`src/rtl/spi_master_shift.sv`:
```
// SPI mode-0 master shift engine driven by a four-phase spi_enable/spi_ready handshake.
// Optional build macro SPI_LSB_FIRST_EN selects LSB-first shifting; default is MSB first.
module spi_master_shift #(
  parameter int DATA_W  = 8,
  parameter int CLK_DIV = 2
) (
  input  logic              spi_clk,
  input  logic              preset_n,
  input  logic              spi_enable,
  input  logic [DATA_W-1:0] tx_data,
  input  logic              miso,
  output logic              spi_ready,
  output logic [DATA_W-1:0] rx_data,
  output logic              busy,
  output logic              sclk,
  output logic              ss_n,
  output logic              mosi
);

  localparam int              BCW       = $clog2(DATA_W) + 1;
  localparam logic [7:0]      HP_RELOAD = 8'(CLK_DIV - 1);
  localparam logic [BCW-1:0]  BIT_LAST  = BCW'(DATA_W - 1);
  localparam logic [BCW-1:0]  BIT_ALL   = BCW'(DATA_W);

  typedef enum logic [2:0] {IDLE, SETUP, SHIFT, HOLD, DONE} state_t;

  state_t              state_reg;
  logic [7:0]          hp_cnt_reg;
  logic [BCW-1:0]      bit_cnt_reg;
  logic [DATA_W-1:0]   tx_shift_reg;
  logic [DATA_W-1:0]   rx_shift_reg;
  logic [DATA_W-1:0]   rx_data_reg;
  logic                sclk_reg;
  logic                ss_n_reg;
  logic                busy_reg;
  logic                ready_reg;

`ifdef SPI_LSB_FIRST_EN
  localparam int MOSI_BIT = 0;

  function automatic logic [DATA_W-1:0] shift_tx(input logic [DATA_W-1:0] v);
    return {1'b0, v[DATA_W-1:1]};
  endfunction

  function automatic logic [DATA_W-1:0] shift_rx(input logic [DATA_W-1:0] v, input logic b);
    return {b, v[DATA_W-1:1]};
  endfunction
`else
  localparam int MOSI_BIT = DATA_W - 1;

  function automatic logic [DATA_W-1:0] shift_tx(input logic [DATA_W-1:0] v);
    return {v[DATA_W-2:0], 1'b0};
  endfunction

  function automatic logic [DATA_W-1:0] shift_rx(input logic [DATA_W-1:0] v, input logic b);
    return {v[DATA_W-2:0], b};
  endfunction
`endif

  // mosi is taken straight from the tx shift flop; clearing the register idles mosi low.
  assign mosi      = tx_shift_reg[MOSI_BIT];
  assign sclk      = sclk_reg;
  assign ss_n      = ss_n_reg;
  assign busy      = busy_reg;
  assign spi_ready = ready_reg;
  assign rx_data   = rx_data_reg;

  always_ff @(posedge spi_clk or negedge preset_n) begin
    if (!preset_n) begin
      state_reg    <= IDLE;
      hp_cnt_reg   <= '0;
      bit_cnt_reg  <= '0;
      tx_shift_reg <= '0;
      rx_shift_reg <= '0;
      rx_data_reg  <= '0;
      sclk_reg     <= 1'b0;
      ss_n_reg     <= 1'b1;
      busy_reg     <= 1'b0;
      ready_reg    <= 1'b0;
    end else begin
      case (state_reg)
        IDLE: begin
          if (spi_enable) begin
            tx_shift_reg <= tx_data;
            rx_shift_reg <= '0;
            ss_n_reg     <= 1'b0;
            busy_reg     <= 1'b1;
            hp_cnt_reg   <= HP_RELOAD;
            bit_cnt_reg  <= '0;
            state_reg    <= SETUP;
          end
        end
        SETUP: begin
          if (hp_cnt_reg == 8'd0) begin
            sclk_reg   <= 1'b1;
            hp_cnt_reg <= HP_RELOAD;
            state_reg  <= SHIFT;
          end else begin
            hp_cnt_reg <= hp_cnt_reg - 8'd1;
          end
        end
        SHIFT: begin
          if (hp_cnt_reg != 8'd0) begin
            hp_cnt_reg <= hp_cnt_reg - 8'd1;
          end else begin
            hp_cnt_reg <= HP_RELOAD;
            if (sclk_reg) begin
              sclk_reg     <= 1'b0;
              rx_shift_reg <= shift_rx(rx_shift_reg, miso);
              bit_cnt_reg  <= bit_cnt_reg + BCW'(1);
              if (bit_cnt_reg != BIT_LAST)
                tx_shift_reg <= shift_tx(tx_shift_reg);
            end else if (bit_cnt_reg == BIT_ALL) begin
              // trailing low half-period after the last fall is over
              state_reg <= HOLD;
            end else begin
              sclk_reg <= 1'b1;
            end
          end
        end
        HOLD: begin
          if (hp_cnt_reg == 8'd0) begin
            ss_n_reg     <= 1'b1;
            busy_reg     <= 1'b0;
            tx_shift_reg <= '0;
            rx_data_reg  <= rx_shift_reg;
            ready_reg    <= 1'b1;
            state_reg    <= DONE;
          end else begin
            hp_cnt_reg <= hp_cnt_reg - 8'd1;
          end
        end
        DONE: begin
          if (!spi_enable) begin
            ready_reg <= 1'b0;
            state_reg <= IDLE;
          end
        end
        default: state_reg <= IDLE;
      endcase
    end
  end

endmodule

```
`config.mk`:
```
export PLATFORM = sky130hd
export DESIGN_NAME = spi_master_shift
export DESIGN_NICKNAME = d
export VERILOG_FILES = /design/src/rtl/spi_master_shift.sv
export SDC_FILE = /design/constraint.sdc
export NUM_CORES = 1
export LEC_CHECK = 0
export CORE_ASPECT_RATIO = 0.9
export CORE_MARGIN = 4
export CORE_UTILIZATION = 55
export DETAILED_ROUTE_END_ITERATION = 10
export HOLD_SLACK_MARGIN = 0.03
export PLACE_DENSITY = 0.85
export SLEW_MARGIN = 0
export SYNTH_ARGS = -nofsm -noshare
export SYNTH_HDL_FRONTEND = slang
export SYNTH_SLANG_ARGS = --single-unit
```
`constraint.sdc`:
```
create_clock -name spi_clk -period 2.4 [get_ports spi_clk]
set_input_delay 0.48 -clock spi_clk [delete_from_list [all_inputs] [get_ports spi_clk]]
set_output_delay 0.48 -clock spi_clk [all_outputs]
set_load 0.005 [all_outputs]
```
== Word level (Yosys, flattened, before mapping) ==
Index checks and enable logic that the tools add are counted.

* Add/sub/neg operators: 2
* Equal/unequal tests: 16
* Mux-type cells: 39
* Reduce and logical (&&, ||, !) cells: 17

{| class="wikitable"
|+ Operators by type and width
! operator !! count
|-
| 2-to-1 mux 8 bit || 12
|-
| case mux 8 bit (4 select lines) || 1
|-
| case mux 8 bit (3 select lines) || 1
|-
| 2-to-1 mux 3 bit || 7
|-
| != test 2 bit, second input constant || 10
|-
| case mux 8 bit (2 select lines) || 1
|-
| case mux 3 bit (5 select lines) || 1
|-
| 2-to-1 mux 4 bit || 3
|-
| AND reduction 3 bit || 4
|-
| logical NOT 8 bit || 1
|-
| 2-to-1 mux 1 bit || 8
|-
| case mux 1 bit (2 select lines) || 4
|-
| case mux 4 bit (2 select lines) || 1
|-
| nonzero test 2 bit || 4
|-
| nonzero test 8 bit || 1
|-
| subtractor 8 x 1 -> 8 bit, second input constant || 1
|-
| AND reduction 7 bit || 1
|-
| equality test 3 x 2 -> 1 bit, second input constant || 2
|-
| AND reduction 6 bit || 1
|-
| adder 4 x 1 -> 4 bit, second input constant || 1
|-
| equality test 4 bit, second input constant || 1
|-
| != test 4 x 3 -> 1 bit, second input constant || 1
|-
| AND reduction 4 bit || 1
|-
| nonzero test 4 bit || 1
|-
| other kinds (5) || 5
|}

* Register bits: 43
* Output and inout bits: 13
* Word-level logic and storage cells: 84

== Logic depth before layout (Yosys ltp) ==
Gate-level depths: netlist of run 1.

* Word-level depth: 5
* Depth in mapped cells: 8
* Mapped depth without buffers: 6

== Worst setup path before layout of run 1 ==
No wires, ideal clock.

* Kind: flip-flop to flip-flop
* Start point: register hp_cnt_reg[0]
* End point: register bit_cnt_reg[1]
* Arrival time: 1.713 ns
* Data required time: 2.250 ns
* Setup slack: 0.537 ns
* Cell stages (with the launch flop): 8
* Buffers on the path: 2
* Cells stage by stage: dfrtp_1 > inv_1 > ha_1 > or4b_1 > buf_6 > nor4_4 > buf_4 > o31ai_1

* Longest elaborated chain between the ends: 3

{| class="wikitable"
|+ RTL lines
! what !! RTL line !! RTL
|-
| start: declaration || 28 || <nowiki>logic [7:0] hp_cnt_reg;</nowiki>
|-
| start signal: assignment || 99 || <nowiki>hp_cnt_reg <= hp_cnt_reg - 8'd1;</nowiki>
|-
| start signal: assignment || 104 || <nowiki>hp_cnt_reg <= hp_cnt_reg - 8'd1;</nowiki>
|-
| start signal: assignment || 130 || <nowiki>hp_cnt_reg <= hp_cnt_reg - 8'd1;</nowiki>
|-
| nonzero test 8 bit || 103 || <nowiki>if (hp_cnt_reg != 8'd0) begin</nowiki>
|-
| != test 2 bit (no source line) || - ||
|-
| AND reduction 4 bit (no source line) || - ||
|-
| end signal: assignment || 110 || <nowiki>bit_cnt_reg <= bit_cnt_reg + BCW'(1);</nowiki>
|-
| end: declaration || 29 || <nowiki>logic [BCW-1:0] bit_cnt_reg;</nowiki>
|}

Every way passes these cells.
A chain may end at the register's enable or synchronous reset.

== Worst setup path in the final report of run 1 ==
Same ends and word-level chain as after synthesis.

==> metrics, run 1 <==
vias in the first global route roughly 1500; Worst-Skew Late Latency roughly 0.30 ns; drt wl/cell 15.0 um; Clock Power Share 0.167; RSZ-0062 raised after global routing no; Die Area roughly 5100 um2; final setup TNS 0 ns; count of clock tree sinks between 40 and 50; Period minus WS final 2.22 ns; library cells used by synthesis 50; Num CTS Buffers 5; Syn Inst Count 213; fillers around 280; CP Capture Type flip-flop; Peak VDD IR ~0.70 mV; combinational power share 0.395; initial DRC count between 150 and 200; switching share of total power 0.389; diode count 0; syn avg cell area 10.4 um2; CP required 2.60 ns; max_slew headroom 0.604; Power Total ~2.8 mW; Final Wtd Congestion approximately 0.86; initial antenna violation count 0; drc violations 0; DR vias 1653; Setup Skew 0.00464 ns; Crit path arrival time 2.42 ns; Port-buffer cells 24; row count 21; register area 1080 um2; first-pass GRT wire length ~7500 um; Die W between 70 and 80 um; Reg-to-Reg Start hp_cnt_reg[0]$_DFFE_PN0P_; Final period util 0.926; Hold Crit Class in -> async; post-CTS sizing 0; Int Pwr around 1.7 mW; Post-CTS Setup Inserts 0; CTS Hold Buffers Added 0; dpl hpwl roughly 3000 um; Slew @ Worst Pin 0.594 ns; final hold vios 0; MaxCap Viol Count 0; Die Span Y between 60 and 70 um; share of layout cells above drive strength 1 0.168; Final Net Count between 200 and 300; worst r2r dst bit_cnt_reg[1]$_DFFE_PN0P_; footprint of the multi-input gates 1010 um2; Fmax achieved 450 MHz; Pwr Density about 1100 nW/um2; Synth warnings 0; Hold WS 0.0735 ns; drt pass-1 iters 4; CTS HTree Levels 2; CORE AREA around 3800 um2; critical path peak fanout 20; Primary FF master, synth dfrtp_1; post-synthesis sequential area ratio 0.488; Initial Util 0.583; FF+latch count, synth between 40 and 50; FF-to-FF setup slack 0.18 ns; via/cell ratio about 5.7; mapped cell area 2210 um2; total gr overflow 0; Ports 25; P_sw 1.09 mW; crit start category flip-flop; crit path launch hp_cnt_reg[0]$_DFFE_PN0P_; Final setup viols 0; All-Layer GR Usage 0.199; syn nets about 230; critical path type reg -> reg; largest net degree at the start of global routing 23; Root Buffer clkbuf_8; CTS tree done; Routed Antenna Nets 0; Worst-path clk slew 0.08 ns; Post-synth EDFFs 0; status completed; clk buf depth 2; Layout area overhead 17.9%; FF-to-FF path depth 7; leakage between 1 and 1.5 nW; final wirelength 4350 um; Flop pwr share 0.438; Synth async-reset ratio 1.00; fin. max-slew vios 0
==> worst max-delay path: stages (launching register included) <==
cell and delay (ns):
dfrtp_1 0.42, inv_1 0.07, ha_1 0.23, or4b_1 0.72, nor4_4 0.28, buf_4 0.25, nand2_1 0.07, o31ai_1 0.07
==> how the worst max path moves through the flow <==
| stage | end | cells past startpoint | slack, ns |
|---|---|---|---|
| final | bit_cnt_reg[1]$_DFFE_PN0P_ | 7 | 0.18 |
| after global placement | hp_cnt_reg[5]$_DFFE_PN0P_ | 6 | 0.27 |
| after detailed placement | hp_cnt_reg[5]$_DFFE_PN0P_ | 6 | 0.22 |
| after CTS | bit_cnt_reg[1]$_DFFE_PN0P_ | 7 | 0.18 |
| after global routing | rx_shift_reg[2]$_DFFE_PN0P_ | 7 | 0.02 |
| after floorplan | bit_cnt_reg[1]$_DFFE_PN0P_ | 7 | 0.54 |
==> final cells by class <==
class	count	area share
clock buffer	5	0.0265
clock inverter	3	0.00914
inverter	15	0.0216
multi-input combinational	145	0.390
sequential	43	0.414
tap	46	0.0221
timing repair buffer	33	0.116
==> cell usage after synthesis, types with 2 or more instances <==
cell type   n  share of area
dfrtp_1    42           0.48
nand4_1     2         0.0057
nand2b_1    2         0.0057
nor3_1      9          0.020
o21ba_2     2         0.0091
nand2_1    28          0.048
xnor2_1     3          0.012
clkbuf_1    5         0.0085
nor3b_1     4          0.014
o21bai_1    2         0.0068
o21ai_0    13          0.029
nor2_1      8          0.014
inv_1      15          0.026
a311oi_1    2         0.0079
o31ai_1     2         0.0068
mux2_2      8          0.041
a31oi_1     2         0.0057
a21oi_1    15          0.034
nor4_4      3          0.029
buf_6       2          0.010
o21ai_1     2         0.0045
nand3_1     2         0.0045
nand3b_1    3          0.010
ha_1        3          0.017
o2bb2ai_1   2         0.0079
mux2i_1     8          0.036
==> kinds of logic (layout without fill, tap and decap cells) <==
family          Yosys count  in the layout  share of synthesized area
mux                      16             16                     0.0771
buf+inv                  25             56                     0.0516
xor+xnor                  3              3                     0.0119
simple gates             74             74                      0.208
fa+ha+maj                 3              3                     0.0170
compound gates           49             49                      0.146
flops                    43             43                      0.488
==> power by group through the flow <==
stage,clock network [mW],registers [mW],logic [mW]
6_report,0.470,1.23,1.11
2_1_floorplan,0,1.18,0.802
5_1_grt,0.520,1.28,1.25
4_1_cts,0.484,1.23,1.12
3_3_place_gp,0,1.23,1.08
3_5_place_dp,0,1.24,1.11
==> routing by layer <==
layer  global-route usage  wire length, um  share of wire  vias up
met4               0.0822               79          0.018        0
li1                     -                -              -      809
met1                0.297             2170           0.50      808
met5                    0                0              0        -
met3               0.0441              159          0.037        8
met2                0.276             1940           0.44       28
==> stage by stage <==
step           std cells   util  instance area, um2  setup WS, ns
2_1_floorplan        213      -                2210         0.537
4_1_cts              290  0.688                2600         0.182
6_report             290  0.688                2600         0.179
3_5_place_dp         282  0.663                2510         0.216
3_3_place_gp         282  0.663                2510         0.271
5_1_grt              290  0.688                2600        0.0223
==> placed cells by master (no fill, tap or decap), types with 4 or more instances in the layout <==
master	instances
a21oi_1	15
buf_4	9
clkbuf_8	5
clkdlybuf4s50_1	23
dfrtp_1	42
inv_1	15
mux2_2	8
mux2i_1	8
nand2_1	28
nor2_1	8
nor3_1	9
nor3b_1	4
o21ai_0	13
(Power assumes the default switching activity.)
==> run 2, diff against run 1 <==
--- a/config.mk
+++ b/config.mk
@@ -7,10 +7,11 @@
 export LEC_CHECK = 0
 export CORE_ASPECT_RATIO = 0.9
 export CORE_MARGIN = 4
-export CORE_UTILIZATION = 55
+export CORE_UTILIZATION = 50
 export DETAILED_ROUTE_END_ITERATION = 10
 export HOLD_SLACK_MARGIN = 0.03
-export PLACE_DENSITY = 0.85
+export PLACE_DENSITY = 0.79
+export RECOVER_POWER = 25
 export SLEW_MARGIN = 0
 export SYNTH_ARGS = -nofsm -noshare
 export SYNTH_HDL_FRONTEND = slang
==> run 2 against run 1 <==
Effect of this change: via count shrank 2.2%; first-iteration DRC count shrank 59%; largest cell class unchanged; flip-flop and latch count did not move; critical path type unchanged; register-to-register slack improved by 0.03 ns; sequential power about the same; routed wire length fell by 6.9%; combinational power is essentially flat.
==> metrics, run 2 (synthesis results as in run 1) <==
status completed; CP cell instances inv_1 > ha_1 > or4b_1 > buf_4 > o21ai_2 > a22oi_1 > o21ba_2; Worst path max stage delay ~0.62 ns; Root Buffer clkbuf_8; placed cells 298; Worst-path clk slew 0.08 ns; Setup Skew 0.00428 ns; CORE AREA 4160 um2; fin. max-slew vios 0; total gr overflow 0; MaxCap Viol Count 0; Worst path top cell family by delay simple AND/OR/NAND/NOR gates; Post-CTS Setup Inserts 0; DP Area about 2500 um2; Pwr Density about 1100 nW/um2; crit start category flip-flop; post-CTS sizing 0; count of clock tree sinks 43; Initial Util 0.531; final setup TNS 0 ns; Routed Antenna Nets 0; Worst-Skew Late Latency ~0.29 ns; CTS Hold Buffers Added 0; initial antenna violation count 0; RSZ-0062 raised after global routing no; DR vias 1617; Final setup viols 0; Period minus WS final ~2.2 ns; clk buf depth 2; Hold Crit Class in -> async; most frequent cells in the layout dfrtp_1 (42), nand2_1 (28), clkdlybuf4s50_1 (23); Die Span Y between 70 and 80 um; Ports 25; CTS HTree Levels 2; vias in the first global route roughly 1600; max_slew headroom 0.240; CTS tree done; share of layout cells above drive strength 1 0.163; buffers and inverters on the worst path 2; Die Area 5540 um2; initial DRC count 75; Final Wtd Congestion about 0.86; All-Layer GR Usage 0.158; Die W a little under 80 um; first-pass GRT wire length 7050 um; Final period util 0.914; diode count 0; DP Worst Slack approximately 0.23 ns; CP required between 2 and 3 ns; Fmax achieved ~460 MHz; Num CTS Buffers 5; critical path peak fanout 5; Final Util 0.631; dpl hpwl 3020 um; Slew @ Worst Pin approximately 1.1 ns; final wirelength 4050 um; Final Non-Filler Cells approximately 310; drt pass-1 iters 4; Port-buffer cells 24; drt wl/cell roughly 13 um; largest net degree at the start of global routing 24; via/cell ratio 5.28; commonest non-fill, non-tap cell in the layout dfrtp_1; final hold vios 0; Crit path arrival time approximately 2.4 ns; row count 22; CP Capture Type flip-flop; leakage approximately 1.2 nW; critical path type reg -> reg; final instance area around 2600 um2; slowest stage cell, crit path or4b_1; drc violations 0; fillers roughly 340; Peak VDD IR a little over 0.5 mV; Setup WS post-layout ~0.21 ns; Layout area overhead 18.8%; Final Net Count 260
[run 2: area by class of cell]
class                      count  area, um2  area share
clock buffer                   6       72.6      0.0277
clock inverter                 2       12.5     0.00477
inverter                      15       56.3      0.0215
multi-input combinational    145       1010       0.387
sequential                    43       1080       0.411
tap                           60       75.1      0.0286
timing repair buffer          35        313       0.119
[run 2: stage by stage]
stage	total power, mW	hold WS [ns]
after global routing	3.01	0.471
after detailed placement	2.36	0.454
final	2.79	0.387
after CTS	2.81	0.148
after global placement	2.33	0.447
after floorplan	1.98	0.184
[run 2: power breakdown]
part           total [mW]  switching (mW)  internal (mW)  leakage (nW)
clock               0.443           0.240          0.203        0.0412
combinational        1.13           0.599          0.528         0.568
sequential           1.22           0.221          0.994         0.544
total                2.79            1.06           1.73          1.15
[run 2: worst paths after layout]
| kind | start | endpoint | slack, ns | cells past startpoint |
|---|---|---|---|---|
| max reg2reg | hp_cnt_reg[0]$_DFFE_PN0P_ | hp_cnt_reg[5]$_DFFE_PN0P_ | 0.21 | 7 |
| min | preset_n | rx_shift_reg[2]$_DFFE_PN0P_ | 0.39 | 1 |
| max | hp_cnt_reg[0]$_DFFE_PN0P_ | hp_cnt_reg[5]$_DFFE_PN0P_ | 0.21 | 7 |
| min in group spi_clk | ss_n$_DFFE_PN1P_ | ss_n$_DFFE_PN1P_ | 0.46 | 2 |
| max in group asynchronous | preset_n | ss_n$_DFFE_PN1P_ | 1.00 | 2 |
| min reg2reg | ss_n$_DFFE_PN1P_ | ss_n$_DFFE_PN1P_ | 0.46 | 2 |
[run 2: worst register-to-register path: cells and delay by family, from the launching register on]
kind / cells / cell delay (ns)
adder cells (fa/ha/maj): 1 / 0.21
AO/OA/AOI/OAI: 3 / 0.54
flip-flops: 1 / 0.41
buffers and inverters: 2 / 0.31
AND/OR/NAND/NOR: 1 / 0.62
[run 2: per-layer routing]
layer  part of all wire  vias up  track usage
met5                  0        -            0
met4             0.0064        0       0.0408
met3              0.040        6       0.0496
met2               0.46       26        0.243
met1               0.50      773        0.217
li1                   -      812            -
